`config.mk`:
```
export PLATFORM = sky130hd
export DESIGN_NAME = fifo_wr_arbiter_flat
export DESIGN_NICKNAME = d
export VERILOG_FILES = /design/src/rtl/fifo_wr_arbiter_if.sv /design/src/rtl/fifo_wr_arbiter.sv /design/src/flat_wrapper.sv
export SDC_FILE = /design/constraint.sdc
export NUM_CORES = 1
export LEC_CHECK = 0
export CORE_MARGIN = 2
export CORE_UTILIZATION = 36
export CTS_CLUSTER_SIZE = 14
export DETAILED_ROUTE_END_ITERATION = 7
export HOLD_SLACK_MARGIN = 0.06
export PLACE_DENSITY = 0.8
export SETUP_SLACK_MARGIN = 0.4
export SYNTH_ARGS = -nofsm -noshare
export SYNTH_HDL_FRONTEND = slang
export SYNTH_SLANG_ARGS = --single-unit
```
`constraint.sdc`:
```
create_clock -name clk -period 2.1 [get_ports clk]
set_input_delay 0.315 -clock clk [delete_from_list [all_inputs] [get_ports clk]]
set_output_delay 0.315 -clock clk [all_outputs]
set_load 0.005 [all_outputs]
```
`src/rtl/fifo_wr_arbiter_if.sv`:
```
// Bundle of requester handshake, FIFO status and FIFO write port used by fifo_wr_arbiter.
// The master side drives requests and FIFO flags; the slave side is the arbiter.
interface fifo_wr_arbiter_if #(
    parameter int NREQ = 4,
    parameter int DW   = 8
);
    localparam int OW = $clog2(NREQ);

    logic [NREQ-1:0]    req;
    logic [NREQ*DW-1:0] req_data;
    logic               fifo_full;
    logic               fifo_halffull;
    logic [NREQ-1:0]    gnt;
    logic               wr_en;
    logic [DW-1:0]      data_out;
    logic [OW-1:0]      owner;
    logic               busy;

    modport master (
        output req, req_data, fifo_full, fifo_halffull,
        input  gnt, wr_en, data_out, owner, busy
    );

    modport slave (
        input  req, req_data, fifo_full, fifo_halffull,
        output gnt, wr_en, data_out, owner, busy
    );
endinterface

```
`src/rtl/fifo_wr_arbiter.sv`:
```
// Round-robin arbiter that merges NREQ word streams into one FIFO write port,
// granting bursts of up to BURST words and stalling on FIFO full.
module fifo_wr_arbiter #(
    parameter int NREQ  = 4,
    parameter int DW    = 8,
    parameter int BURST = 4
) (
    input logic               clk,
    input logic               rst,
    fifo_wr_arbiter_if.slave  bus
);
    localparam int OW = $clog2(NREQ);
    localparam int CW = $clog2(BURST + 1);

    typedef enum logic {S_IDLE, S_BURST} state_t;

    state_t        state_q, state_d;
    logic [OW-1:0] owner_q, owner_d;
    logic [OW-1:0] last_q, last_d;
    logic [OW-1:0] pick;
    logic [CW-1:0] cnt_q, cnt_d;
    logic [CW-1:0] limit_q, limit_d;
    logic          accept;

    // Scan downward so the nearest set request after last_q wins; OW-bit wrap gives mod NREQ.
    always_comb begin
        pick = last_q;
        for (int k = NREQ; k >= 1; k--) begin
            if (bus.req[last_q + OW'(k)]) begin
                pick = last_q + OW'(k);
            end
        end
    end

    always_comb begin
        state_d      = state_q;
        owner_d      = owner_q;
        last_d       = last_q;
        cnt_d        = cnt_q;
        limit_d      = limit_q;
        accept       = 1'b0;
        bus.gnt      = '0;
        bus.wr_en    = 1'b0;
        bus.data_out = '0;
        bus.busy     = 1'b0;
        bus.owner    = owner_q;

        case (state_q)
            S_IDLE: begin
                if (|bus.req) begin
                    owner_d = pick;
                    cnt_d   = '0;
                    limit_d = bus.fifo_halffull ? CW'(1) : CW'(BURST);
                    state_d = S_BURST;
                end
            end
            S_BURST: begin
                bus.busy     = 1'b1;
                bus.data_out = bus.req_data[int'(owner_q) * DW +: DW];
                accept       = bus.req[owner_q] & ~bus.fifo_full;
                if (!bus.req[owner_q]) begin
                    state_d = S_IDLE;
                    last_d  = owner_q;
                end else if (accept) begin
                    cnt_d = cnt_q + CW'(1);
                    if ((cnt_q + CW'(1)) == limit_q) begin
                        state_d = S_IDLE;
                        last_d  = owner_q;
                    end
                end
            end
            default: state_d = S_IDLE;
        endcase

        bus.wr_en = accept;
        if (accept) begin
            bus.gnt[owner_q] = 1'b1;
        end
    end

    always_ff @(posedge clk) begin
        if (rst) begin
            state_q <= S_IDLE;
            owner_q <= '0;
            last_q  <= OW'(NREQ - 1);
            cnt_q   <= '0;
            limit_q <= CW'(BURST);
        end else begin
            state_q <= state_d;
            owner_q <= owner_d;
            last_q  <= last_d;
            cnt_q   <= cnt_d;
            limit_q <= limit_d;
        end
    end
endmodule

```
`src/flat_wrapper.sv`:
```
// flat-port wrapper written by rule: the top's interface ports become plain ports
module fifo_wr_arbiter_flat 
#(
    parameter int NREQ  = 4,
    parameter int DW    = 8,
    parameter int BURST = 4
)
  (clk, rst, bus_req, bus_req_data, bus_fifo_full, bus_fifo_halffull, bus_gnt, bus_wr_en, bus_data_out, bus_owner, bus_busy);
  fifo_wr_arbiter_if #(.NREQ(NREQ), .DW(DW)) bus_i ();
  input logic clk;
  input logic rst;
  input wire logic [$bits(bus_i.req)-1:0] bus_req;
  input wire logic [$bits(bus_i.req_data)-1:0] bus_req_data;
  input wire logic [$bits(bus_i.fifo_full)-1:0] bus_fifo_full;
  input wire logic [$bits(bus_i.fifo_halffull)-1:0] bus_fifo_halffull;
  output wire logic [$bits(bus_i.gnt)-1:0] bus_gnt;
  output wire logic [$bits(bus_i.wr_en)-1:0] bus_wr_en;
  output wire logic [$bits(bus_i.data_out)-1:0] bus_data_out;
  output wire logic [$bits(bus_i.owner)-1:0] bus_owner;
  output wire logic [$bits(bus_i.busy)-1:0] bus_busy;
  assign bus_i.req = bus_req;
  assign bus_i.req_data = bus_req_data;
  assign bus_i.fifo_full = bus_fifo_full;
  assign bus_i.fifo_halffull = bus_fifo_halffull;
  assign bus_gnt = bus_i.gnt;
  assign bus_wr_en = bus_i.wr_en;
  assign bus_data_out = bus_i.data_out;
  assign bus_owner = bus_i.owner;
  assign bus_busy = bus_i.busy;
  fifo_wr_arbiter #(.NREQ(NREQ), .DW(DW), .BURST(BURST)) u_core (.clk(clk), .rst(rst), .bus(bus_i));
endmodule
```
==> results.md <==
- Dividing the detail-routed wire length by the instance count gives 15.4 um.
- In this run the power spent charging and discharging nets is 0.000238 W.
- The die span in y is 53.3 um.
- In this run, synthesis produced a sequential element count of 10.
- The total core area is 2250 um2.
- The mean area per synthesized cell is 9.32 um2.
- The placed cell area is 1520 um2.
- The share of total power dissipated in sequential elements is 29.7%.
- The hold buffer count at CTS is 0.
- Of the available clock period, the critical path in the final layout requires 91.3%.
- The worst setup slack before clock tree synthesis is -0.102 ns.
- The clock-pin slew on the worst setup and hold paths is 0.07 ns.
- The worst path meets setup with 0.182 ns of slack.
- After detailed routing, the total wire length is 3010 um.
- The leading register cell type out of synthesis is sky130_fd_sc_hd__dfxtp_1.
- The internal power component is 0.000540 W.
- Summing every instance area after synthesis gives 876 um2.
- The first-pass GRT wire length is 4740 um.
- The clock reaches the later pin of the worst-skew pair after 0.27 ns.
- The count of inserted antenna diode cells is 0.
- The number of H-tree levels is 1.
- Based on the critical path, the design can be clocked at up to 521 MHz.
- The final hold violation count is 0.
- The detailed-routing iteration count for the pre-antenna-repair pass is 4.
- Max-cap violations in this run came to 0.
- The flow ran to the end, and the final reports show no timing, DRC or antenna violations.
- Yosys printed 0 warnings.
- Data on the critical path is required at its endpoint by 1.78 ns.
- The top-area cell type share of the netlist area is 22.9%.
- The minimum clock period is 1.92 ns.
- The last weighted congestion value of the routability-driven placer is 0.834.
- Global routing finished with a remaining overflow of 0.
- The effective utilization at floorplan is 38.8%.
- For the pin with the worst max-slew slack, the measured transition is 0.445 ns.
- The final-report max-slew violation count was 0.
- The largest vdd supply drop is 0.000346 V.
- In this run the remaining antenna-violating nets after routing total 0.
- Of all flip-flops after synthesis, the portion carrying an async set or reset was 0%.
- Synthesis produced 94 cells.
- The number of remaining DRC errors is 0.
- Once layout is done, the placed cells without fillers occupy 1660 um2.
- The area added between synthesis and finish is 89.4%.
- Buffers placed on the I/O ports in this run total 55.
- The worst pin sits at a relative slew slack of 70.2%.
- By area the synthesized netlist is led by sky130_fd_sc_hd__dfxtp_1 23%, sky130_fd_sc_hd__mux4_2 21%, sky130_fd_sc_hd__and2_1 6.4%.
- The tree is rooted in a sky130_fd_sc_hd__clkbuf_4.
- The CTS tree is yes.
- Setup violations remaining at the end of the flow were counted as 0.
- After detailed routing, the number of vias per cell comes to 5.33.
- The area of the die is 2840 um2.
- The worst hold path belongs to the class reg -> reg.
- The TritonCTS buffer count is 3.
- For this design the top-level I/O count stands at 56.
- The leakage power of the design is 0.708 nW.
- In this run the power density over the cells is 469 nW/um2.
- The number of antenna violations at the first check in global routing is 0.
- The worst hold-check slack is 0.468 ns.
- In this run the deepest clock path goes through 2 buffers.
- The most numerous cell in the Yosys netlist is sky130_fd_sc_hd__dfxtp_1.
- The total negative setup slack is 0 ns.
- The clock drives 10 sinks.
- The worst-path maximum fanout is 3.
- The worst clock skew is 0.00129 ns.
- Per report_power, the combinational group accounts for 52.7% of the total.
- The number of global-route vias before repair came to 1,014.
- The worst setup path is of the reg -> out kind.
- The startpoint class of the critical path is a flop.
- The via count is 1,045.
- The worst setup path is captured at a primary output.
- After synthesis, the most frequently instantiated cells are 10 x sky130_fd_sc_hd__dfxtp_1, 9 x sky130_fd_sc_hd__a21oi_1, 9 x sky130_fd_sc_hd__and2_1, 8 x sky130_fd_sc_hd__mux4_2, 7 x sky130_fd_sc_hd__nand2_1.
- Summing the sequential cell areas from Yosys gives 22.9% of the chip area.
- The largest net degree at the start of global routing is 13.
- STA puts the critical path data arrival time at 1.60 ns.
- In the final layout, the share of cells above drive strength 1 is 39.3%.
- The post-DP HPWL is 2270 um.
- In this run, the clock network consumes 17.6% of the power.
- The number of fill cells in the layout is 165.
- In this run, synthesis inferred 0 flip-flops with an integrated enable.
- The switching power share of the total is 30.6%.
- The overall die width is 53.3 um.
- The post-layout instance count excluding filler cells is 196.
- The floorplan has 17 rows.
- The net count of the finished layout is 211.
- In this run, distinct cell masters in the synthesized netlist total 35.
- Setup repair after global routing could not meet its margin everywhere.
- The number of nets produced by synthesis is 135.
- The detailed router finished its first iteration with 17 violations.
- Of all cell types, the one taking the most synthesized area is sky130_fd_sc_hd__dfxtp_1.
- Global routing used 22.9% of the available tracks across all layers.
- The placed instance count is 183.
## path summary, 6_finish.rpt
kind	from	end	slack (ns)	depth (start not counted)
min	u_core.limit_q[0]	u_core.limit_q[0]	0.47	2
max reg2reg	u_core.bus.owner[0]	u_core.cnt_q[0]	0.48	9
min reg2reg	u_core.limit_q[0]	u_core.limit_q[0]	0.47	2
max	u_core.bus.owner[0]	bus_data_out[2]	0.18	5
## power groups by stage
stage | Clock, W | Combinational, W | Sequential, W
2_1_floorplan | 0 | 0.000179 | 0.000221
3_3_place_gp | 0 | 0.000341 | 0.000229
3_5_place_dp | 0 | 0.000350 | 0.000231
4_1_cts | 0.000138 | 0.000386 | 0.000230
5_1_grt | 0.000147 | 0.000437 | 0.000234
6_report | 0.000137 | 0.000410 | 0.000231
## state kept, by name, indices dropped and copies added (netlist names)
name	cells
u_core.bus.owner	2
u_core.cnt_q	3
u_core.last_q	2
u_core.limit_q	2
u_core.state_q	1
## through the flow
stage,utilization [%],total power [W]
floorplan,-,0.000400
global placement,67.6,0.000569
detailed placement,67.6,0.000581
CTS,71.9,0.000753
global route,73.6,0.000817
finish,73.6,0.000778
## per-layer routing
| layer | part of all wire [%] | GRT usage [%] | vias to the layer above | routed length, um |
|---|---|---|---|---|
| met3 | 9.4 | 4.80 | 2 | 283 |
| met4 | 0.63 | 6.41 | 0 | 19 |
| met1 | 38 | 25.8 | 503 | 1150 |
| met5 | 0 | 0 | - | 0 |
| met2 | 52 | 42.6 | 46 | 1560 |
| li1 | - | - | 494 | - |
## critical path: stages (launching register included)
cell	delay, ns
sky130_fd_sc_hd__dfxtp_4	0.37
sky130_fd_sc_hd__buf_6	0.11
sky130_fd_sc_hd__buf_6	0.09
sky130_fd_sc_hd__mux4_2	0.49
sky130_fd_sc_hd__and2_4	0.16
sky130_fd_sc_hd__buf_6	0.11
## placed cells by master (no fill, tap or decap), types with 2 or more instances in the layout
master and instances:
sky130_fd_sc_hd__inv_1 2, sky130_fd_sc_hd__dfxtp_2 3, sky130_fd_sc_hd__mux4_2 9, sky130_fd_sc_hd__a21oi_1 9, sky130_fd_sc_hd__dfxtp_1 6, sky130_fd_sc_hd__nor3_1 4, sky130_fd_sc_hd__nor4_1 2, sky130_fd_sc_hd__buf_6 9
sky130_fd_sc_hd__buf_4 16, sky130_fd_sc_hd__and2_4 4, sky130_fd_sc_hd__and2_1 5, sky130_fd_sc_hd__clkbuf_4 3, sky130_fd_sc_hd__buf_2 9, sky130_fd_sc_hd__buf_8 2, sky130_fd_sc_hd__nand2_1 7, sky130_fd_sc_hd__nor2b_1 2
sky130_fd_sc_hd__nand3_1 3, sky130_fd_sc_hd__nor2_1 6, sky130_fd_sc_hd__nand2b_1 2, sky130_fd_sc_hd__dlygate4sd2_1 5, sky130_fd_sc_hd__clkdlybuf4s50_1 37
## cells by family after synthesis
group	count (synthesis)	synth area share, %
buf+inv	11	6.14
flops	10	22.9
mux	10	24.7
xor+xnor	2	3.71
compound gates	15	12.6
fa+ha+maj	1	1.43
simple gates	45	28.6
## area by class of cell
type / count / area, um2 / area share (%)
inverter: 3 / 11.3 / 0.679
timing repair buffer: 79 / 716 / 43.1
clock buffer: 3 / 22.5 / 1.36
multi-input combinational: 73 / 667 / 40.2
tap: 28 / 35.0 / 2.11
sequential: 10 / 208 / 12.5
## what timing repair did
action | CTS | global route
buffers inserted | 8 | 2
resized for setup | 74 | 11
pin swaps | 9 | 2
setup endpoints to repair | 14 | 15
(Power assumes the default switching activity.)
